===== src/rtl/tdm_demux4_frame.sv =====
// 1-to-4 word demultiplexer with frame capture: routes a word stream into four
// registered channels and presents a complete frame with a valid/ack handshake.
module tdm_demux4_frame #(
  parameter int WIDTH = 12
) (
  input  logic             clk,
  input  logic             reset_n,
  input  logic [WIDTH-1:0] din,
  input  logic             in_valid,
  output logic             in_ready,
  input  logic             use_ext,
  input  logic [1:0]       sel_ext,
  input  logic             clear,
  input  logic             frame_ack,
  output logic [WIDTH-1:0] y0,
  output logic [WIDTH-1:0] y1,
  output logic [WIDTH-1:0] y2,
  output logic [WIDTH-1:0] y3,
  output logic [3:0]       wr_strobe,
  output logic [1:0]       chan,
  output logic             frame_valid
);

  // Handshakes: a word transfers on a rising edge where in_valid & in_ready;
  // a frame is released on a rising edge where frame_valid & frame_ack.
  typedef enum logic {FILL = 1'b0, HOLD = 1'b1} state_t;

  state_t     state;
  logic [3:0] mask;
  logic [1:0] target;
  logic [3:0] target_oh;
  logic       accept;

  always_comb begin
    target    = use_ext ? sel_ext : chan;
    target_oh = 4'b0001 << target;
    in_ready  = (state == FILL);
    accept    = in_valid && in_ready;
  end

  always_ff @(posedge clk or negedge reset_n) begin
    if (!reset_n) begin
      state       <= FILL;
      mask        <= 4'b0000;
      chan        <= 2'd0;
      frame_valid <= 1'b0;
      wr_strobe   <= 4'b0000;
      y0          <= '0;
      y1          <= '0;
      y2          <= '0;
      y3          <= '0;
    end else begin
      wr_strobe <= 4'b0000;
      if (clear) begin
        // Flush outranks both a pending accept and a frame acknowledge.
        state       <= FILL;
        mask        <= 4'b0000;
        chan        <= 2'd0;
        frame_valid <= 1'b0;
      end else begin
        case (state)
          FILL: begin
            if (accept) begin
              case (target)
                2'd0:    y0 <= din;
                2'd1:    y1 <= din;
                2'd2:    y2 <= din;
                default: y3 <= din;
              endcase
              wr_strobe <= target_oh;
              mask      <= mask | target_oh;
              if (!use_ext) chan <= chan + 2'd1;
              // Completion depends only on the mask, so mixed modes still finish.
              if ((mask | target_oh) == 4'b1111) begin
                state       <= HOLD;
                frame_valid <= 1'b1;
              end
            end
          end
          HOLD: begin
            if (frame_ack) begin
              state       <= FILL;
              mask        <= 4'b0000;
              chan        <= 2'd0;
              frame_valid <= 1'b0;
            end
          end
          default: state <= FILL;
        endcase
      end
    end
  end

endmodule


===== config.mk =====
export PLATFORM = sky130hd
export DESIGN_NAME = tdm_demux4_frame
export DESIGN_NICKNAME = d
export VERILOG_FILES = /design/src/rtl/tdm_demux4_frame.sv
export SDC_FILE = /design/constraint.sdc
export NUM_CORES = 1
export LEC_CHECK = 0
export BUFFER_PORTS_ARGS = -buffer_cell sky130_fd_sc_hd__buf_2
export CORE_UTILIZATION = 50
export CTS_BUF_LIST = sky130_fd_sc_hd__clkbuf_4
export DETAILED_ROUTE_END_ITERATION = 10
export GPL_TIMING_DRIVEN = 0
export HOLD_SLACK_MARGIN = 0.12
export PLACE_DENSITY_LB_ADDON = 0.08
export SLEW_MARGIN = 20
export SYNTH_ARGS = -nofsm -noshare
export SYNTH_HDL_FRONTEND = slang
export SYNTH_SLANG_ARGS = --single-unit

===== constraint.sdc =====
create_clock -name clk -period 2.2 [get_ports clk]
set_clock_uncertainty 0.2 [all_clocks]
set_input_delay 0.33 -clock clk [delete_from_list [all_inputs] [get_ports clk]]
set_output_delay 0.33 -clock clk [all_outputs]
set_load 0.1 [all_outputs]

Word level (Yosys, flattened, before mapping) --
Index checks and enable logic that the tools add are counted.
Cells by class: add/subtract/negate cells 1, equality and inequality tests 7, shift operators 1, multiplexer cells 23, bitwise gates (word level) 4, reductions and logical operators 10
Operators with widths (count):
- 4-bit 2-to-1 mux | 6
- 4-bit AND reduction | 4
- 2-bit 2-to-1 mux | 5
- 1-bit 2-to-1 mux | 8
- 4-bit one-hot mux with 2 select lines | 1
- 3-bit by 1-bit != test with 1-bit output, second input constant | 2
- 3-bit AND reduction | 2
- 4-bit equality test, second input constant | 1
- 4-bit OR | 1
- 1-bit one-hot mux with 2 select lines | 2
- 2-bit one-hot mux with 2 select lines | 1
- 1-bit by 2-bit << shifter with 4-bit output, first input constant | 1
- 3-bit by 2-bit != test with 1-bit output, second input constant | 1
- 3-bit != test, second input constant | 1
- 1-bit inverter | 3
- 3-bit OR reduction | 1
- 2-bit by 1-bit adder with 2-bit output, second input constant | 1
- 2-bit by 1-bit equality test with 1-bit output, second input constant | 1
- 2-bit equality test, second input constant | 1
- 2-bit zero test | 1
- 2-bit AND reduction | 1
- 1-bit logical AND | 1
Word-level totals: flip-flop bits (word level) 60, input bits 20, word-level logic and storage cells 55

Longest topological paths before layout --
Gate-level depths: netlist (run 1).
word-level depth 8, mapped depth 8, gate-level depth less buffers 6

Worst setup path before layout (run 1) --
OpenSTA, ideal clock, no wires.
path type register to register, start reg state, end reg y0[10], setup time 0.126 ns, arrival time 2.154 ns, data required time 1.874 ns, slack -0.280 ns, cell stages (with the launch flop) 6, buffers on the path 1, period minus slack after synthesis 2.480 ns, path through dfrtp_1 inv_1 nand3_2 nor3_4 buf_12 mux2_4
Between the ends: cells in the longest elaborated chain, start to end 3
RTL lines:
- from (decl) | line 28 | state_t state;
- from (signal assigned) | line 43 | state <= FILL;
- from (signal assigned) | line 56 | state <= FILL;
- from (signal assigned) | line 75 | state <= HOLD;
- 1-bit inverter (no line) *
- named net in_ready | line 10 | output logic in_ready,
- 1-bit logical AND | line 38 | accept = in_valid && in_ready;
- 4-bit AND reduction (no line) *
- to (signal assigned) | line 65 | 2'd0: y0 <= din;
- to (decl) | line 15 | output logic [WIDTH-1:0] y0,
The timed path passes the listed nets; every way through them passes the cells marked *. A chain may end at the register's enable or synchronous reset.

==> flow_metrics.env, run 1 <==
export IMPL_wire_per_inst_um=13.5
export IMPL_final_design_area_no_fill_um2=3250
export IMPL_rows=25
export IMPL_crit_path_max_fanout=6
export IMPL_portBuffers=74
export IMPL_hold_viol=0
export IMPL_setup_worst_path_start_class="input pin"
export IMPL_grt_pass1_wl_mm=7.78
export IMPL_area_growth_pct=31.6
export IMPL_grt_pass1_vias=1580
export IMPL_worst_path_max_delay_cell="dlygate4sd3_1"
export IMPL_dp_hpwl_mm=3.06
export IMPL_drt_total_wl_mm=4.78
export IMPL_overflow=0
export IMPL_synth_cell_area_um2=2470
export IMPL_clk_latency_ns=0.38
export IMPL_clkSlewWorstSetupHoldPaths_ns=0.10
export IMPL_cp_required_ns=2.28
export IMPL_drtAntennaViolNets=0
export IMPL_worstMarginPinSlew_ns=0.742
export IMPL_cp_slowest_stage_delay_ns=0.53
export IMPL_synth_simple_gate_area_share_pct=11.3
export IMPL_synth_top_family_by_area="multiplexers"
export IMPL_syn_nets=198
export IMPL_layout_setup_ws_ns=0.0651
export IMPL_grt_usage_pct=20.3
export IMPL_core_um2=4720
export IMPL_antenna_found_initial=0
export IMPL_finalCritPeriodShare_pct=97.0
export IMPL_pin_count=76
export IMPL_grt_max_degree=61
export IMPL_hold_class="input pin to flop"
export IMPL_path_class="input pin to flop"
export IMPL_die_area_um2=5220
export IMPL_synth_avg_cell_area_um2=13.9
export IMPL_arrival_ns=2.21
export IMPL_cts_buffers=9
export IMPL_pre_cts_slack_ns=0.0516
export IMPL_synthAdderAreaFrac_pct=0
export IMPL_timing_slew_headroom_pct=50.5
export IMPL_num_antenna_cells=0
export IMPL_fmax_ghz=0.468
export IMPL_peakVddDrop_uv=1070
export IMPL_synth_compound_area_share_pct=3.04
export IMPL_synth_ff_latch_count=60
export IMPL_setup_viol=0
export IMPL_drc=0
export IMPL_power_density_nw_per_um2=1390
export IMPL_dr_pass1_iters=4
export IMPL_cts_buffer_depth=2
export IMPL_drv_cap=0
export IMPL_synthXorXnorAreaFrac_pct=0.355
export IMPL_endpoint_kind="flop"
export IMPL_fp_dieH_um=72.2
export IMPL_dieWidth_um=72.2
export IMPL_total_power_mw=4.52
export IMPL_dr_total_vias=1702
export IMPL_min_period_ns=2.13
export IMPL_htree_levels=3
export IMPL_fin_nets=304
export IMPL_cts_sinks=60
export IMPL_ys_seq_area_share_pct=60.9
export IMPL_worstPathCellList="dlygate4sd3_1 -> buf_2 -> a21oi_4 -> nand3_2 -> nor3_4 -> buf_4 -> mux2_2"
export IMPL_cts_tree="done"
export IMPL_syn_inst=178
export IMPL_place_area_um2=2930
export IMPL_leakage_nw=1.66
export IMPL_drtIter0Drc=95
export IMPL_start_util_pct=52.2
export IMPL_postLayoutCoreUtil_pct=68.7
export IMPL_cts_root_buf="clkbuf_4"
export IMPL_avgViaCountPerCell=4.82
export IMPL_finalMaxSlewViolations=0
export IMPL_ys_types=29
export IMPL_status="finished clean"
export IMPL_yosys_warnings=0
export IMPL_tns_ns=0
export IMPL_drive_gt1_share_pct=50.0
export IMPL_gp_congestion=0.711
export IMPL_synthMuxAreaShare_pct=21.0
through the flow:
step	hold WS (ns)	instances
floorplan	-0.166	178
global placement	0.253	319
detailed placement	0.247	319
CTS	0.161	349
global route	0.205	353
finish	0.189	353
cell type report:
type | instances | area (um^2)
flip-flops and latches | 60 | 1500
multi-input cells | 109 | 885
well taps | 67 | 83.8
clock inverters | 4 | 43.8
clock buffers | 9 | 67.6
fillers | 378 | 1480
repair buffers | 95 | 573
inverters | 3 | 15.0
plain buffers | 6 | 75.1
Yosys cell counts:
cell,count,area share (%)
a21oi_1,1,0.20
a21oi_4,1,0.66
and2_1,1,0.25
buf_12,2,1.6
buf_2,1,0.20
buf_4,1,0.30
buf_6,2,0.91
dfrtp_1,60,61
inv_1,2,0.30
inv_2,1,0.15
mux2_1,2,0.91
mux2_2,18,8.2
mux2_4,18,11
mux2i_4,1,0.91
nand2_1,40,6.1
nand2_2,1,0.25
nand2b_1,1,0.25
nand3_1,4,0.81
nand3_2,1,0.41
nor2_1,3,0.46
nor2_2,1,0.25
nor3_1,3,0.61
nor3_4,2,1.3
nor3b_1,1,0.30
o21a_1,4,1.2
o21ai_0,1,0.20
o22ai_1,3,0.76
or2_1,1,0.25
xor2_1,1,0.36
cell usage in the layout, fill, tap and decap left out:
cell type and n:
mux2_4 18, o21ai_0 1, bufinv_16 1, nor2_4 1, mux2_2 18, nand2b_1 1, clkinv_2 2, nand3_2 1
inv_2 1, buf_2 74, and2_1 1, o22ai_1 3, nand2_2 1, nor2_1 3, nor3_1 3, mux2i_4 1
nand3_1 4, a21oi_1 1, nor3_4 2, dfrtp_2 2, or2_1 1, buf_6 2, clkbuf_4 9, clkinvlp_4 1
xor2_1 1, clkinv_1 1, inv_1 1, mux2_1 2, buf_12 2, o21a_1 4, buf_4 6, a21oi_4 1
nand2_1 40, nor3b_1 1, dlygate4sd3_1 17, dfrtp_1 58
report_power, final:
part	internal (mW)	total, mW	switching (mW)	leakage, nW
sequential	1.34	1.45	0.117	0.749
clock	0.321	0.681	0.360	0.0649
combinational	0.406	2.39	1.98	0.844
worst max-delay path, delay by kind of cell:
kind            cells  cell delay (ns)
simple gates        2             0.54
buf+inv             3             0.86
compound gates      1             0.15
mux                 1             0.33
layer usage:
| layer | track usage [%] | share of wire [%] | up-vias |
|---|---|---|---|
| met2 | 28.3 | 43 | 68 |
| li1 | - | - | 815 |
| met4 | 11.1 | 1.5 | 0 |
| met3 | 5.56 | 6.3 | 8 |
| met1 | 28.7 | 49 | 811 |
| met5 | 0 | 0 | - |
registers in the layout, indices dropped and copies added (netlist names), 2 cells and up:
name	count
y0	12
y1	12
y2	12
y3	12
mask	4
wr_strobe	4
chan	2
logic make-up (layout without fill, tap and decap cells):
group / count (synthesis) / count (layout)
buf+inv: 9 / 117
simple gates: 59 / 59
mux: 39 / 39
xor+xnor: 1 / 1
flops: 60 / 60
compound gates: 10 / 10
what timing repair did:
item | CTS | global route
endpoints found under the setup margin | 0 | 25
setup buffers | 0 | 4
hold buffers | 17 | 0
resized for setup | 0 | 1
hold endpoints to repair | 116 | 0
worst paths after layout:
kind	start	end	slack, ns	depth (start not counted)
setup / recovery	frame_ack	y2[11]	0.07	7
setup reg to reg	state	y2[11]	0.21	5
hold reg to reg	y1[10]	y1[10]	0.28	2
min in group asynchronous	reset_n	wr_strobe[0]	0.37	2
max in group asynchronous	reset_n	chan[1]	0.91	2
hold / removal	use_ext	chan[1]	0.19	4
(Power assumes the default switching activity.)
==> run 2: changes to the inputs <==
Clock period 2.2 ns to 2.1 ns, I/O delays scaled along.
==> run 2 against run 1 <==
Against the previous run:
- die area stayed put
- setup slack better by 0.014 ns
- non-clock buffer count stayed put
- clock-buffer cell count is 2 higher
- critical path type unchanged
- largest cell class unchanged
==> flow_metrics.env, run 2 (synthesis results as in run 1) <==
export IMPL_drtAntennaViolNets=0
export IMPL_overflow=0
export IMPL_avgViaCountPerCell=4.72
export IMPL_startpoint="frame_ack"
export IMPL_leakage_nw=1.65
export IMPL_die_area_um2=5220
export IMPL_grt_max_degree=61
export IMPL_dieWidth_um=72.2
export IMPL_num_antenna_cells=0
export IMPL_dr_pass1_iters=4
export IMPL_cts_tree="done"
export IMPL_worstMarginPinSlew_ns=0.745
export IMPL_drive_gt1_share_pct=50.2
export IMPL_endpoint_kind="flop"
export IMPL_clkSlewWorstSetupHoldPaths_ns=0.09
export IMPL_timing_slew_headroom_pct=50.3
export IMPL_cts_buffers=9
export IMPL_dp_hpwl_mm=3.13
export IMPL_hold_class="input pin to flop"
export IMPL_worstPathCellList="dlygate4sd3_1 -> buf_2 -> a21oi_4 -> nand3_4 -> nor3_4 -> buf_4 -> mux2_2"
export IMPL_portBuffers=74
export IMPL_final_design_area_no_fill_um2=3260
export IMPL_fp_dieH_um=72.2
export IMPL_postLayoutCoreUtil_pct=69.0
export IMPL_gp_congestion=0.700
export IMPL_setup_viol=0
export IMPL_cts_sinks=60
export IMPL_wire_per_inst_um=13.7
export IMPL_peakVddDrop_uv=751
export IMPL_pin_count=76
export IMPL_path_buf_inv=3
export IMPL_arrival_ns=2.09
export IMPL_drv_cap=0
export IMPL_rows=25
export IMPL_dr_total_vias=1682
export IMPL_clk_latency_ns=0.38
export IMPL_grt_pass1_vias=1621
export IMPL_ff2ff_setup_slack_ns=0.22
export IMPL_htree_levels=3
export IMPL_final_cell_mix="74 x buf_2, 57 x dfrtp_1, 40 x nand2_1"
export IMPL_finalCritPeriodShare_pct=96.2
export IMPL_area_growth_pct=32.0
export IMPL_reg2reg_to="y0[1]"
export IMPL_drt_total_wl_mm=4.87
export IMPL_fin_nets=304
export IMPL_status="finished clean"
export IMPL_r2r_start="state"
export IMPL_reg2regPathDepth=5
export IMPL_cts_root_buf="clkbuf_4"
export IMPL_cp_slowest_stage_delay_ns=0.53
export IMPL_cp_depth=7
export IMPL_crit_family="buffers and inverters"
export IMPL_drc=0
export IMPL_path_class="input pin to flop"
export IMPL_cts_buffer_depth=2
export IMPL_core_um2=4720
export IMPL_power_density_nw_per_um2=1440
export IMPL_antenna_found_initial=0
export IMPL_final_common_cell="buf_2"
export IMPL_grt_pass1_wl_mm=7.75
export IMPL_grt_usage_pct=19.9
export IMPL_setup_worst_path_start_class="input pin"
export IMPL_finalMaxSlewViolations=0
export IMPL_drtIter0Drc=46
export IMPL_start_util_pct=52.2
export IMPL_fmax_ghz=0.495
export IMPL_total_power_mw=4.70
export IMPL_rsz0062_at_grt="false"
export IMPL_endpoint="y0[1]"
export IMPL_hold_viol=0
export IMPL_tns_ns=0
export IMPL_worst_path_max_delay_cell="dlygate4sd3_1"
export IMPL_cp_required_ns=2.17
export IMPL_min_period_ns=2.02
export IMPL_place_area_um2=2940
export IMPL_crit_path_max_fanout=6
==> run 2: how the worst min path moves through the flow <==
stage	from	to	cells past startpoint
after floorplan	reset_n	chan[0]	0
after global placement	y1[3]	y1[3]	2
after detailed placement	reset_n	wr_strobe[3]	1
after CTS	use_ext	chan[1]	4
after global routing	use_ext	chan[1]	4
final	use_ext	chan[1]	4
==> run 2: per-stage QoR <==
stage	setup WS, ns	hold WS, ns	instances
floorplan	0.0125	-0.181	178
global placement	0.0276	0.254	319
detailed placement	0.00434	0.231	319
CTS	0.0292	0.160	353
global route	0.0396	0.223	356
finish	0.0789	0.180	356
==> run 2: cell type report <==
type / instances / area, um^2
well taps: 67 / 83.8
clock inverters: 5 / 28.8
flip-flops and latches: 60 / 1510
plain buffers: 6 / 75.1
multi-input cells: 109 / 892
inverters: 3 / 15.0
repair buffers: 95 / 576
clock buffers: 11 / 82.6
fillers: 358 / 1470
==> run 2: timing repair <==
action	4_1_cts	5_1_grt
pin swaps	1	2
hold buffers	18	0
setup endpoints to repair	4	17
hold endpoints to repair	116	0
gates resized for setup	0	1
buffers inserted	0	3
==> run 2: worst register-to-register path: stages (launching register included) <==
cell and delay [ns]:
dfrtp_2 0.46, a21oi_4 0.17, nand3_4 0.16, nor3_4 0.27, buf_4 0.18, mux2_2 0.33
==> run 2: routing by layer <==
layer	GRT usage, %	part of all wire (%)	up-vias
met5	0	0	-
met4	10.5	2.2	0
met3	4.17	4.4	9
met2	29.5	44	52
met1	27.8	50	804
li1	-	-	817
==> run 2: where the power goes <==
group	internal (mW)	switching, mW	total [mW]	leakage (nW)
registers	1.40	0.122	1.52	0.748
logic	0.426	2.08	2.51	0.845
clock network	0.263	0.413	0.676	0.0619
==> run 3: changes to the inputs <==
Clock period 2.1 ns to 2 ns, I/O delays scaled along.
==> run 3 against run 2 <==
Against the previous run:
- routed wire length grew 1.4%
- critical path depth decreased by 2
- worst hold slack got worse by 0.0040 ns
- cell count is 0.28% lower
- register-to-register slack worse by 0.17 ns
- total power is 5.9% higher
- clock power up 10%
- setup slack worse by 0.031 ns
- clock-buffer cell count down 2
- largest power group unchanged
==> flow_metrics.env, run 3 (synthesis results as in run 1) <==
export IMPL_status="finished clean"
export IMPL_start_util_pct=52.2
export IMPL_worstMarginPinSlew_ns=0.736
export IMPL_path_class="flop to flop"
export IMPL_fmax_ghz=0.512
export IMPL_cts_tree="done"
export IMPL_leakage_nw=1.66
export IMPL_finalCritPeriodShare_pct=97.6
export IMPL_hold_viol=0
export IMPL_crit_path_max_fanout=10
export IMPL_dp_hpwl_mm=3.23
export IMPL_num_antenna_cells=0
export IMPL_drive_gt1_share_pct=49.3
export IMPL_htree_levels=3
export IMPL_finalMaxSlewViolations=0
export IMPL_place_inst=319
export IMPL_area_growth_pct=33.1
export IMPL_grt_usage_pct=21.5
export IMPL_overflow=0
export IMPL_rows=25
export IMPL_cts_root_buf="clkbuf_4"
export IMPL_grt_pass1_vias=1680
export IMPL_antenna_found_initial=0
export IMPL_portBuffers=74
export IMPL_grt_pass1_wl_mm=8.13
export IMPL_rsz0062_at_grt="false"
export IMPL_hold_path_cell_count=4
export IMPL_gp_congestion=0.752
export IMPL_min_period_ns=1.95
export IMPL_worstPathCellList="mux2_4 -> nor3_4 -> buf_12 -> buf_12 -> mux2_4"
export IMPL_avgViaCountPerCell=4.75
export IMPL_fin_nets=305
export IMPL_cts_sinks=60
export IMPL_dieWidth_um=72.2
export IMPL_arrival_ns=2.02
export IMPL_reg2regPathDepth=5
export IMPL_pin_count=76
export IMPL_worst_path_max_delay_cell="dfrtp_4"
export IMPL_timing_slew_headroom_pct=50.9
export IMPL_crit_family="multiplexers"
export IMPL_clk_latency_ns=0.38
export IMPL_r2r_start="chan[1]"
export IMPL_ff2ff_setup_slack_ns=0.05
export IMPL_dr_pass1_iters=4
export IMPL_hold_class="input pin to flop"
export IMPL_die_area_um2=5220
export IMPL_drtAntennaViolNets=0
export IMPL_core_um2=4720
export IMPL_wire_per_inst_um=13.9
export IMPL_whs_ns=0.176
export IMPL_cts_buffers=9
export IMPL_final_cell_mix="74 x buf_2, 57 x dfrtp_1, 40 x nand2_1"
export IMPL_peakVddDrop_uv=1070
export IMPL_reg2reg_to="y0[6]"
export IMPL_cp_slowest_stage_delay_ns=0.51
export IMPL_total_power_mw=4.98
export IMPL_dr_total_vias=1685
export IMPL_cts_buffer_depth=2
export IMPL_drtIter0Drc=37
export IMPL_grt_max_degree=61
export IMPL_hold_end="mask[0]"
export IMPL_fin_cells=355
export IMPL_path_buf_inv=2
export IMPL_clkSlewWorstSetupHoldPaths_ns=0.09
export IMPL_fp_dieH_um=72.2
export IMPL_postLayoutCoreUtil_pct=69.5
export IMPL_drv_cap=0
export IMPL_drc=0
export IMPL_power_density_nw_per_um2=1520
export IMPL_tns_ns=0
export IMPL_drt_total_wl_mm=4.94
export IMPL_setup_worst_path_start_class="flop"
export IMPL_final_common_cell="buf_2"
export IMPL_endpoint_kind="flop"
export IMPL_cp_required_ns=2.06
export IMPL_hp_start="clear"
export IMPL_setup_viol=0
==> run 3: changes by cell type in the layout (fill, tap and decap cells not counted), sizes merged <==
cell / previous run / this run
buf: 83 / 84
clkinvlp: 2 / 1
bufinv: 0 / 1
clkbuf: 11 / 9
==> run 3: how the worst max path moves through the flow <==
stage	start	endpoint	cells after the start
3_5_place_dp	state	y2[3]	5
2_1_floorplan	state	y2[10]	5
4_1_cts	state	y0[6]	6
5_1_grt	chan[0]	y2[11]	4
6_report	chan[1]	y0[6]	5
3_3_place_gp	state	y2[3]	5
==> run 3: worst register-to-register path, delay by kind of cell, from the launching register on <==
kind                   cells  cell delay, ns
muxes                      2            0.61
DFF                        1            0.51
buffers and inverters      2            0.29
and+or+nand+nor            1            0.22
==> run 3: area by class of cell <==
type                            instances  area (um^2)
Sequential cell                        60         1510
Fill cell                             375         1440
Multi-Input combinational cell        109          892
Timing Repair Buffer                   96          596
Tap cell                               67         83.8
Buffer                                  6         75.1
Clock buffer                            9         67.6
Clock inverter                          5         45.0
Inverter                                3         15.0
==> run 3: report_power, final <==
part | switching [mW] | total [mW] | internal (mW) | leakage (nW)
combinational | 2.18 | 2.63 | 0.451 | 0.849
sequential | 0.129 | 1.60 | 1.47 | 0.747
clock | 0.394 | 0.746 | 0.352 | 0.0618
==> run 3: metrics by stage <==
stage,cell area (um^2),setup slack (ns)
floorplan,2490,-0.0875
finish,3280,0.0484
CTS,3280,0.0356
global placement,2940,-0.0921
global route,3280,0.00413
detailed placement,2940,-0.138
==> run 3: what timing repair did <==
item	CTS	global route
setup endpoints to repair	29	17
endpoints found under the hold margin	111	0
resized for setup	0	1
pin swaps	3	1
hold buffers	18	0
buffers inserted	4	0
==> run 3: metal layers <==
layer / global-route usage (%) / vias up / share of wire (%)
li1: - / 815 / -
met1: 28.9 / 809 / 47
met2: 31.9 / 51 / 46
met3: 6.67 / 10 / 5.0
met4: 10.2 / 0 / 1.5
met5: 0 / - / 0
